## src/rtl/mult_seq_hs.sv

```systemverilog
// Sequential radix-2 shift-add multiplier with valid/ready handshakes on both sides.
// Signed operands are handled as magnitudes plus a result sign applied on the last step.
module mult_seq_hs #(
    parameter int unsigned WIDTH = 8
) (
    input  logic               clk,
    input  logic               rst,
    input  logic               in_valid,
    output logic               in_ready,
    input  logic [WIDTH-1:0]   a,
    input  logic [WIDTH-1:0]   b,
    input  logic               is_signed,
    output logic               out_valid,
    input  logic               out_ready,
    output logic [2*WIDTH-1:0] p,
    output logic [WIDTH-1:0]   s,
    output logic               ovf,
    output logic               busy
);

    localparam int unsigned PW = 2 * WIDTH;
    localparam int unsigned CW = (WIDTH > 1) ? $clog2(WIDTH) : 1;

    typedef enum logic [1:0] {
        IDLE = 2'd0,
        CALC = 2'd1,
        DONE = 2'd2
    } state_e;

    state_e state_q, state_d;

    logic [WIDTH-1:0] mcand_q, mcand_d;
    logic [WIDTH-1:0] mplier_q, mplier_d;
    logic [WIDTH-1:0] acc_q, acc_d;
    logic [CW-1:0]    cnt_q, cnt_d;
    logic             neg_q, neg_d;
    logic             sgn_q, sgn_d;
    logic [PW-1:0]    p_q, p_d;
    logic [WIDTH-1:0] s_q, s_d;
    logic             ovf_q, ovf_d;
    logic             in_ready_q, in_ready_d;
    logic             out_valid_q, out_valid_d;
    logic             busy_q, busy_d;

    logic [WIDTH:0]   sum_c;
    logic [WIDTH-1:0] acc_sh_c;
    logic [WIDTH-1:0] mplier_sh_c;
    logic [PW-1:0]    mag_c;
    logic [PW-1:0]    prod_c;
    logic             ovf_c;
    logic             last_c;
    logic [WIDTH-1:0] a_mag_c;
    logic [WIDTH-1:0] b_mag_c;

    // Magnitudes fit in WIDTH unsigned bits, including 2^(WIDTH-1) for the most-negative value.
    always_comb begin
        a_mag_c = (is_signed && a[WIDTH-1]) ? (~a + WIDTH'(1)) : a;
        b_mag_c = (is_signed && b[WIDTH-1]) ? (~b + WIDTH'(1)) : b;
    end

    // One add-and-shift step; low product bits shift into the multiplier register.
    always_comb begin
        sum_c       = {1'b0, acc_q} + (mplier_q[0] ? {1'b0, mcand_q} : {(WIDTH+1){1'b0}});
        acc_sh_c    = sum_c[WIDTH:1];
        mplier_sh_c = {sum_c[0], mplier_q[WIDTH-1:1]};
        mag_c       = {acc_sh_c, mplier_sh_c};
        prod_c      = neg_q ? (~mag_c + PW'(1)) : mag_c;
        if (sgn_q) begin
            ovf_c = !((&prod_c[PW-1:WIDTH-1]) || !(|prod_c[PW-1:WIDTH-1]));
        end else begin
            ovf_c = |prod_c[PW-1:WIDTH];
        end
        last_c = (cnt_q == CW'(WIDTH - 1));
    end

    always_ff @(posedge clk) begin
        if (rst) begin
            state_q <= IDLE;
        end else begin
            state_q <= state_d;
        end
    end

    always_comb begin
        state_d = state_q;
        case (state_q)
            IDLE:    if (in_valid)  state_d = CALC;
            CALC:    if (last_c)    state_d = DONE;
            DONE:    if (out_ready) state_d = IDLE;
            default:                state_d = IDLE;
        endcase
    end

    // Handshake flags are registered from the next state so they track it cycle-exactly.
    always_comb begin
        in_ready_d  = (state_d == IDLE);
        out_valid_d = (state_d == DONE);
        busy_d      = (state_d != IDLE);
    end

    always_comb begin
        mcand_d  = mcand_q;
        mplier_d = mplier_q;
        acc_d    = acc_q;
        cnt_d    = cnt_q;
        neg_d    = neg_q;
        sgn_d    = sgn_q;
        p_d      = p_q;
        s_d      = s_q;
        ovf_d    = ovf_q;
        case (state_q)
            IDLE: begin
                if (in_valid) begin
                    mcand_d  = a_mag_c;
                    mplier_d = b_mag_c;
                    acc_d    = '0;
                    cnt_d    = '0;
                    sgn_d    = is_signed;
                    neg_d    = is_signed && (a[WIDTH-1] ^ b[WIDTH-1]);
                end
            end
            CALC: begin
                acc_d    = acc_sh_c;
                mplier_d = mplier_sh_c;
                cnt_d    = last_c ? '0 : cnt_q + CW'(1);
                if (last_c) begin
                    p_d   = prod_c;
                    s_d   = prod_c[WIDTH-1:0];
                    ovf_d = ovf_c;
                end
            end
            default: ;
        endcase
    end

    always_ff @(posedge clk) begin
        if (rst) begin
            mcand_q     <= '0;
            mplier_q    <= '0;
            acc_q       <= '0;
            cnt_q       <= '0;
            neg_q       <= 1'b0;
            sgn_q       <= 1'b0;
            p_q         <= '0;
            s_q         <= '0;
            ovf_q       <= 1'b0;
            in_ready_q  <= 1'b1;
            out_valid_q <= 1'b0;
            busy_q      <= 1'b0;
        end else begin
            mcand_q     <= mcand_d;
            mplier_q    <= mplier_d;
            acc_q       <= acc_d;
            cnt_q       <= cnt_d;
            neg_q       <= neg_d;
            sgn_q       <= sgn_d;
            p_q         <= p_d;
            s_q         <= s_d;
            ovf_q       <= ovf_d;
            in_ready_q  <= in_ready_d;
            out_valid_q <= out_valid_d;
            busy_q      <= busy_d;
        end
    end

    assign in_ready  = in_ready_q;
    assign out_valid = out_valid_q;
    assign busy      = busy_q;
    assign p         = p_q;
    assign s         = s_q;
    assign ovf       = ovf_q;

endmodule

```

## config.mk

```make
export PLATFORM = sky130hd
export DESIGN_NAME = mult_seq_hs
export DESIGN_NICKNAME = d
export VERILOG_FILES = /design/src/rtl/mult_seq_hs.sv
export SDC_FILE = /design/constraint.sdc
export NUM_CORES = 1
export LEC_CHECK = 0
export BUFFER_PORTS_ARGS = -buffer_cell sky130_fd_sc_hd__buf_2
export CAP_MARGIN = 30
export CELL_PAD_IN_SITES_DETAIL_PLACEMENT = 0
export CELL_PAD_IN_SITES_GLOBAL_PLACEMENT = 1
export CORE_MARGIN = 10
export CORE_UTILIZATION = 42
export DETAILED_ROUTE_END_ITERATION = 8
export PLACE_DENSITY = 0.77
export SYNTH_ARGS = -nofsm -noshare
export SYNTH_HDL_FRONTEND = slang
export SYNTH_SLANG_ARGS = --single-unit
```

## constraint.sdc

```tcl
create_clock -name clk -period 3.3 [get_ports clk]
set_input_delay 0.495 -clock clk [delete_from_list [all_inputs] [get_ports clk]]
set_output_delay 0.495 -clock clk [all_outputs]
set_load 0.1 [all_outputs]
```

==> impl_metrics.py, run 1 <==
metrics = {
    "worst_setup_path": {
        "worst-setup-path-type": "register to register",
        "cp.arrival_ns": 3.12,
        "rrSetupSlack_ns": 0.37,
        "rr_startpoint": "mplier_q[0]",
        "critPathMaxFanout": 9,
        "required_ns": 3.49,
        "crit_path_end_kind": "register",
        "worst-r2r-cell-count": 11,
        "critPathLaunchType": "register",
        "rr_endpoint": "ovf",
    },
    "place": {
        "post-dp-hpwl_mm": 5.10,
        "pre_cts_ws_ns": 0.380,
        "numPortBuffers": 48,
        "gp_congestion": 0.785,
    },
    "timing": {
        "min_period_ns": 2.93,
        "finalClockSkew_ns": 0.00783,
        "max_slew.worst_pin.slew_ns": 0.833,
        "whs_ns": 0.458,
        "worst_slack_ns": 0.368,
        "rsz0062_at_grt": "false",
        "setup_viol": 0,
        "slew_viol_final": 0,
        "fmax_mhz": 341,
        "slew_headroom_pct": 44.5,
        "fin_setup_tns_ns": 0,
        "finalCritPeriodShare_pct": 88.8,
        "final_hold_viol_count": 0,
    },
    "floorplanning": {
        "die_w_um": 103,
        "dieArea_um2": 10600,
        "rows": 30,
        "die_y_um": 103,
        "io-pin-count": 49,
        "initial_core_util_pct": 43.0,
        "core_region_area_um2": 6760,
    },
    "worst_hold_path": {
        "min_from": "p[15]",
        "hold_path_depth": 2,
        "hold_end": "p[15]",
        "hold_path.class": "register to register",
    },
    "cts": {
        "clockBufferDepth": 2,
        "worstSkewPairLatency_ns": 0.31,
        "cts_buffers": 5,
        "h-tree-depth": 2,
        "ctsHoldBuffers": 0,
        "cts_resized": 0,
        "cts_sinks": 51,
        "cts_tree": "built",
        "cts.clk_slew.worst_paths_ns": 0.09,
        "root_buffer": "clkbuf_8",
        "cts_setup_buffers": 0,
    },
    "grt": {
        "grt_pass1_vias": 2289,
        "grt_max_degree": 30,
        "grt_pass1_wl_mm": 11.2,
        "grt-ovfl-total": 0,
        "track_usage_pct": 13.0,
        "antenna_found_initial": 0,
    },
    "power": {
        "p_seq_share_pct": 52.2,
        "max-vdd-ir-drop_mv": 0.165,
        "clkPwrFrac_pct": 30.9,
        "power_leakage_uw": 0.00135,
        "p_int_uw": 891,
        "p_total_uw": 1260,
        "p_per_area_nw_per_um2": 386,
        "combPwrFrac_pct": 16.8,
        "switching_share_pct": 29.3,
        "p_sw_uw": 369,
    },
    "synthesis": {
        "avgSynthCellArea_um2": 8.56,
        "synth_ff_type": "dfxtp_1",
        "synth-simple-area-share_pct": 21.6,
        "async_flop_share_pct": 0,
        "synth.area.mux_share_pct": 1.42,
        "ys_types": 51,
        "synthAdderAreaFrac_pct": 6.29,
        "netlist_area_um2": 2900,
        "ys_seq_area_share_pct": 35.2,
        "synth-compound-area-share_pct": 20.8,
        "yosys_warnings": 0,
        "synthXorXnorAreaFrac_pct": 8.97,
        "synthCells": 339,
        "synth-edff-count": 0,
        "ys_ff_latch": 51,
        "syn_nets": 374,
        "synth_top_family_by_area": "simple AND/OR/NAND/NOR gates",
    },
    "routing": {
        "routed-via-count": 2443,
        "avgRoutedWirePerCell_um": 14.7,
        "drtPass1Iterations": 4,
        "first_iter_violations": 109,
        "ant_nets": 0,
        "routed_via_density": 5.37,
        "drcViolationCount": 0,
        "drt-total-wl_mm": 6.69,
    },
    "cells_and_area": {
        "area_delta_synth_final_pct": 12.3,
        "antenna_cells": 0,
        "seq_area_um2": 1020,
        "multiInputGateArea_um2": 1720,
        "nFillCells": 700,
        "drive_above_1_share_pct": 21.1,
        "fin_nets": 409,
    },
    "flow_run": {
        "maxCapViolCount": 0,
    },
    "outcome": {
        "outcome": "completed",
    },
}
layout by cell type (no fill, tap or decap), drive strengths merged, types with 2 or more instances in the layout:
cell     instances
buf             53
nor2            52
dfxtp           51
nand2           20
a21oi           17
a211oi          16
xor2            15
ha              13
xnor2           13
inv             12
and2             9
o21ai            8
nand3            8
a22oi            8
nor3             7
or3              6
a222oi           6
nand2b           6
clkbuf           6
a311oi           4
a31oi            4
o31ai            4
nor4             4
mux2i            3
nand4            3
nor3b            3
o41ai            3
nor2b            2
o21bai           2
o21a             2
a2bb2oi          2
o221ai           2
per-layer routing:
layer / track usage [%] / share of wire [%] / up-vias
li1: - / - / 1274
met1: 17.5 / 48 / 1101
met2: 19.9 / 44 / 62
met3: 3.42 / 6.8 / 6
met4: 3.85 / 1.3 / 0
met5: 0 / 0 / -
layout make-up:
| cell class | count | area share, % |
|---|---|---|
| inverters | 12 | 1.38 |
| repair buffers | 53 | 8.52 |
| clock buffers | 6 | 2.53 |
| multi-input cells | 251 | 52.7 |
| well taps | 80 | 3.07 |
| clock inverters | 2 | 0.499 |
| flip-flops and latches | 51 | 31.3 |
Yosys cell counts (3+ instances only):
library cell,n,area [um2]
nor3b_1,3,22.5
ha_1,13,163
nor2_1,51,191
xnor2_1,12,105
inv_1,12,45.0
xor2_1,14,123
a222oi_1,6,60.1
o21ai_0,8,40.0
a211oi_1,15,113
a21oi_1,17,85.1
buf_4,8,60.1
nor3_1,7,35.0
a311oi_1,4,35.0
or3_1,6,37.5
mux2i_1,3,30.0
a22oi_1,8,60.1
and2_1,9,56.3
nand3_1,8,40.0
nand2_1,20,75.1
a31oi_1,4,25.0
nand4_1,3,18.8
nand2b_1,6,37.5
clkbuf_1,15,56.3
dfxtp_1,51,1020
worst max path at each step:
| stage | startpoint | to | slack (ns) | cells after the start |
|---|---|---|---|---|
| 2_1_floorplan | mplier_q[0] | ovf | 0.61 | 11 |
| 3_3_place_gp | mplier_q[0] | ovf | 0.48 | 11 |
| 3_5_place_dp | mplier_q[0] | ovf | 0.38 | 11 |
| 4_1_cts | mplier_q[0] | ovf | 0.37 | 11 |
| 5_1_grt | mplier_q[0] | ovf | 0.11 | 10 |
| 6_report | mplier_q[0] | ovf | 0.37 | 11 |
registers in the layout, summed over array words and instances, names as in the netlist:
| name | flops |
|---|---|
| state_q | 2 |
| acc_q | 8 |
| in_ready | 1 |
| mcand_q | 8 |
| neg_q | 1 |
| sgn_q | 1 |
| cnt_q | 3 |
| ovf | 1 |
| out_valid | 1 |
| mplier_q | 8 |
| busy | 1 |
| p | 16 |
kinds of logic after synthesis:
family | Yosys count
compound gates | 80
xor+xnor | 28
fa+ha+maj | 14
buf+inv | 37
flops | 51
mux | 4
simple gates | 125
critical path, stage by stage (launching register included):
cell      delay [ns]
dfxtp_1         0.37
and2_1          0.16
ha_1            0.22
fa_1            0.42
a211oi_2        0.28
o21ai_0         0.16
o211ai_2        0.14
nand2b_1        0.11
o41ai_2         0.36
xnor2_1         0.19
nor4_2          0.31
o41ai_2         0.10
power by group through the flow:
stage	sequential (uW)	combinational, uW	clock [uW]
after floorplan	678	147	0
after global placement	672	211	0
after detailed placement	672	214	0
after CTS	658	214	404
after global routing	662	238	427
final	658	212	389
metrics by stage:
stage	utilization [%]	area (um2)	instances
2_1_floorplan	-	2900	339
4_1_cts	48.3	3260	455
5_1_grt	48.3	3260	455
6_report	48.3	3260	455
3_5_place_dp	46.8	3160	447
3_3_place_gp	46.8	3160	447
No activity file was read; power rests on OpenSTA's default activity.
==> inputs of run 2 (changes only) <==
- CORE_ASPECT_RATIO: not set -> 0.5
==> run 2 against run 1 <==
- via count up 2.7%
- routed wire length is 7.6% higher
- sequential cell count is the same
- final cell count increased by 2.9%
- global-route usage about the same
- critical endpoint unchanged
- largest power group unchanged
==> impl_metrics.py, run 2 (synthesis results as in run 1) <==
metrics = {
    "worst_setup_path": {
        "crit_path_end": "ovf",
        "crit_path_start": "mplier_q[0]",
        "slowest_stage": "fa_1",
        "worst-setup-path-type": "register to register",
        "cp.arrival_ns": 3.21,
        "required_ns": 3.49,
        "critPathMaxFanout": 9,
        "cpPeakStageDelay_ns": 0.45,
        "crit_path_cell_trace": "and2_1, ha_1, fa_1, a211oi_2, nor2_2, xnor2_2, nor4_2, a31oi_1, xnor2_1, nor4_2, o41ai_2",
        "rr_startpoint": "mplier_q[0]",
        "rr_endpoint": "ovf",
        "critPathLaunchType": "register",
        "rrSetupSlack_ns": 0.28,
        "cpMostUsedCell": "nor4_2",
        "worst-r2r-cell-count": 11,
        "crit_path_end_kind": "register",
    },
    "cells_and_area": {
        "antenna_cells": 0,
        "nFillCells": 659,
        "final_util_pct": 49.8,
        "drive_above_1_share_pct": 21.5,
        "largest_register_ffs": 16,
        "fin_nets": 410,
        "final_cell_mix": "nor2_1 (51), dfxtp_1 (51), buf_2 (48)",
        "area_delta_synth_final_pct": 15.0,
    },
    "cts": {
        "root_buffer": "clkbuf_16",
        "cts.clk_slew.worst_paths_ns": 0.07,
        "worstSkewPairLatency_ns": 0.28,
        "cts_setup_buffers": 0,
        "cts_tree": "built",
        "cts_sinks": 51,
        "cts_buffers": 5,
        "clockBufferDepth": 2,
        "h-tree-depth": 2,
    },
    "routing": {
        "ant_nets": 0,
        "drtPass1Iterations": 5,
        "routed-via-count": 2508,
        "avgRoutedWirePerCell_um": 15.4,
        "drt-total-wl_mm": 7.19,
        "drcViolationCount": 0,
        "first_iter_violations": 226,
        "routed_via_density": 5.36,
    },
    "floorplanning": {
        "dieArea_um2": 10800,
        "io-pin-count": 49,
        "rows": 21,
        "core_region_area_um2": 6700,
        "initial_core_util_pct": 43.3,
        "die_w_um": 138,
        "die_y_um": 78.8,
    },
    "grt": {
        "grt_pass1_vias": 2372,
        "antenna_found_initial": 0,
        "grt_pass1_wl_mm": 11.8,
        "grt-ovfl-total": 0,
        "track_usage_pct": 13.1,
        "grt_max_degree": 27,
    },
    "timing": {
        "finalClockSkew_ns": 0.00409,
        "max_slew.worst_pin.slew_ns": 0.801,
        "finalCritPeriodShare_pct": 91.6,
        "rsz0062_at_grt": "false",
        "setup_viol": 0,
        "slew_headroom_pct": 46.6,
        "final_hold_viol_count": 0,
        "min_period_ns": 3.02,
        "slew_viol_final": 0,
        "fmax_mhz": 331,
        "fin_setup_tns_ns": 0,
    },
    "worst_hold_path": {
        "hold_path.class": "register to register",
    },
    "power": {
        "p_per_area_nw_per_um2": 412,
        "p_total_uw": 1380,
        "max-vdd-ir-drop_mv": 0.208,
        "power_leakage_uw": 0.00138,
    },
    "flow_run": {
        "maxCapViolCount": 0,
    },
    "outcome": {
        "outcome": "completed",
    },
    "place": {
        "gp_congestion": 0.803,
        "post-dp-hpwl_mm": 5.59,
        "numPortBuffers": 48,
    },
}
[run 2: layout make-up]
type	instances	area (um2)	area share [%]
clock buffer	6	129	3.86
multi-input combinational	251	1730	51.8
inverter	12	45.0	1.35
clock inverter	2	12.5	0.375
tap	92	115	3.45
sequential	51	1020	30.6
timing repair buffer	54	285	8.55
[run 2: timing repair]
action	in CTS	in global routing
hold buffers	0	0
gates resized for setup	0	2
setup endpoints to repair	0	1
[run 2: power breakdown]
group / internal [uW] / total, uW / switching (uW)
combinational: 85.0 / 223 / 138
sequential: 636 / 658 / 21.8
clock: 280 / 495 / 215
total: 1000 / 1380 / 375
[run 2: worst max-delay path, delay by kind of cell, from the launching register on]
| kind | cells | cell delay, ns |
|---|---|---|
| AO/OA/AOI/OAI | 3 | 0.71 |
| AND/OR/NAND/NOR | 4 | 0.66 |
| adder cells (fa/ha/maj) | 2 | 0.68 |
| flip-flops | 1 | 0.35 |
| XOR/XNOR | 2 | 0.51 |
[run 2: stage by stage]
step | hold WS [ns] | area [um2] | instances | worst slack [ns]
3_5_place_dp | 0.447 | 3180 | 460 | 0.309
5_1_grt | 0.474 | 3340 | 468 | 0.0212
2_1_floorplan | 0.436 | 2900 | 339 | 0.615
6_report | 0.454 | 3340 | 468 | 0.276
4_1_cts | 0.456 | 3330 | 468 | 0.206
3_3_place_gp | 0.441 | 3180 | 460 | 0.485
[run 2: worst min path at each step]
stage / startpoint / endpoint / slack, ns / cells after the start
floorplan: acc_q[7] / acc_q[7] / 0.44 / 2
global placement: p[15] / p[15] / 0.44 / 2
detailed placement: p[9] / p[9] / 0.45 / 2
CTS: p[9] / p[9] / 0.46 / 2
global route: p[9] / p[9] / 0.47 / 2
finish: p[9] / p[9] / 0.45 / 2
[run 2: per-layer routing]
metal  vias up  track usage [%]  wire length (um)
met5         -                0                 0
met4         0             3.56                89
met3         9             3.02               661
met2        86             18.9              2880
met1      1135             18.7              3560
li1       1278                -                 -
==> inputs of run 3 (changes only) <==
- CORE_ASPECT_RATIO: 0.5 -> 1.4
- CORE_MARGIN: 10 -> not set
==> run 3 against run 2 <==
- sequential power about the same
- sequential cell count unchanged
- via count fell by 2.4%
- largest power group unchanged
- highest routed layer unchanged
==> impl_metrics.py, run 3 (synthesis results as in run 1) <==
metrics = {
    "outcome": {
        "outcome": "completed",
    },
    "worst_hold_path": {
        "hold_path.class": "register to register",
        "hold_path_depth": 2,
        "hold_end": "p[15]",
        "min_from": "p[15]",
    },
    "routing": {
        "avgRoutedWirePerCell_um": 13.5,
        "drtPass1Iterations": 4,
        "first_iter_violations": 77,
        "drt-total-wl_mm": 6.32,
        "routed-via-count": 2447,
        "routed_via_density": 5.24,
        "ant_nets": 0,
        "drcViolationCount": 0,
    },
    "floorplanning": {
        "dieArea_um2": 7250,
        "die_w_um": 72.3,
        "rows": 35,
        "io-pin-count": 49,
        "core_region_area_um2": 6610,
        "die_y_um": 100,
        "initial_core_util_pct": 43.9,
    },
    "grt": {
        "grt_max_degree": 27,
        "antenna_found_initial": 0,
        "track_usage_pct": 19.1,
        "grt_pass1_wl_mm": 10.8,
        "grt_pass1_vias": 2298,
        "grt-ovfl-total": 0,
    },
    "cells_and_area": {
        "fin_nets": 409,
        "antenna_cells": 0,
        "drive_above_1_share_pct": 20.8,
        "final_cell_mix": "nor2_1 (51), dfxtp_1 (51), buf_2 (48)",
        "final_util_pct": 49.5,
        "largest_register_ffs": 16,
        "nFillCells": 670,
        "area_delta_synth_final_pct": 12.7,
    },
    "cts": {
        "cts_sinks": 51,
        "cts_setup_buffers": 0,
        "root_buffer": "clkbuf_8",
        "ctsHoldBuffers": 0,
        "cts_buffers": 5,
        "cts.clk_slew.worst_paths_ns": 0.10,
        "cts_resized": 0,
        "cts_tree": "built",
        "worstSkewPairLatency_ns": 0.31,
        "h-tree-depth": 2,
        "clockBufferDepth": 2,
    },
    "worst_setup_path": {
        "slowest_stage": "fa_1",
        "cpMostUsedCell": "nor4_2",
        "worst-setup-path-type": "register to register",
        "rrSetupSlack_ns": 0.45,
        "crit_path_start": "mplier_q[0]",
        "cpPeakStageDelay_ns": 0.43,
        "rr_startpoint": "mplier_q[0]",
        "crit_path_cell_trace": "and2_1, ha_1, fa_1, a211oi_2, nor2_2, xnor2_2, nor4_2, nand2b_1, xor2_1, nor4_2, o41ai_2",
        "critPathMaxFanout": 9,
        "cp.arrival_ns": 3.07,
        "path_depth": 11,
        "critPathBufInv": 0,
        "cp_top_family": "simple AND/OR/NAND/NOR gates",
        "required_ns": 3.52,
        "rr_endpoint": "ovf",
        "worst-r2r-cell-count": 11,
        "critPathLaunchType": "register",
        "crit_path_end_kind": "register",
    },
    "timing": {
        "setup_viol": 0,
        "rsz0062_at_grt": "false",
        "slew_headroom_pct": 46.1,
        "final_hold_viol_count": 0,
        "max_slew.worst_pin.slew_ns": 0.808,
        "slew_viol_final": 0,
        "finalClockSkew_ns": 0.0141,
        "finalCritPeriodShare_pct": 86.4,
        "fmax_mhz": 351,
        "fin_setup_tns_ns": 0,
        "min_period_ns": 2.85,
    },
    "place": {
        "gp_congestion": 0.872,
        "post-dp-hpwl_mm": 4.81,
        "numPortBuffers": 48,
    },
    "power": {
        "p_per_area_nw_per_um2": 384,
        "power_leakage_uw": 0.00136,
        "max-vdd-ir-drop_mv": 0.182,
    },
    "flow_run": {
        "maxCapViolCount": 0,
    },
}
run 3: power by group:
part	internal (uW)	switching (uW)	leakage (uW)
clock	172	214	0.0000484
sequential	636	22.3	0.000415
combinational	83.0	130	0.000891
total	891	366	0.00136
run 3: through the flow:
step                total power [uW]  instance area (um2)  worst slack, ns  cells  hold slack, ns
global route                    1320                 3270            0.122    467           0.467
finish                          1260                 3270            0.450    467           0.457
global placement                 885                 3180            0.474    459           0.442
detailed placement               888                 3180            0.405    459           0.444
floorplan                        825                 2900            0.615    339           0.436
CTS                             1270                 3270            0.420    467           0.453
run 3: how the worst max path moves through the flow:
stage | slack, ns | to
after floorplan | 0.61 | ovf
after global placement | 0.47 | ovf
after detailed placement | 0.40 | ovf
after CTS | 0.42 | ovf
after global routing | 0.12 | ovf
final | 0.45 | ovf
run 3: final cells by class:
type	count	area (um2)	area share, %
Clock inverter	1	8.76	0.268
Inverter	12	45.0	1.38
Multi-Input combinational cell	251	1720	52.5
Sequential cell	51	1020	31.2
Clock buffer	7	86.3	2.64
Tap cell	92	115	3.52
Timing Repair Buffer	53	278	8.49
run 3: worst min-delay path, delay by kind of cell, from the launching register on:
kind / cells / cell delay [ns]
DFF: 1 / 0.32
and+or+nand+nor: 1 / 0.05
AOI/OAI and AO/OA: 1 / 0.05
run 3: layer usage:
layer	GRT usage, %	wire length, um	vias up	part of all wire, %
met1	22.7	2780	1113	44
met4	6.03	104	0	1.6
met5	0	0	-	0
li1	-	-	1273	-
met3	2.71	202	9	3.2
met2	34.8	3240	52	51
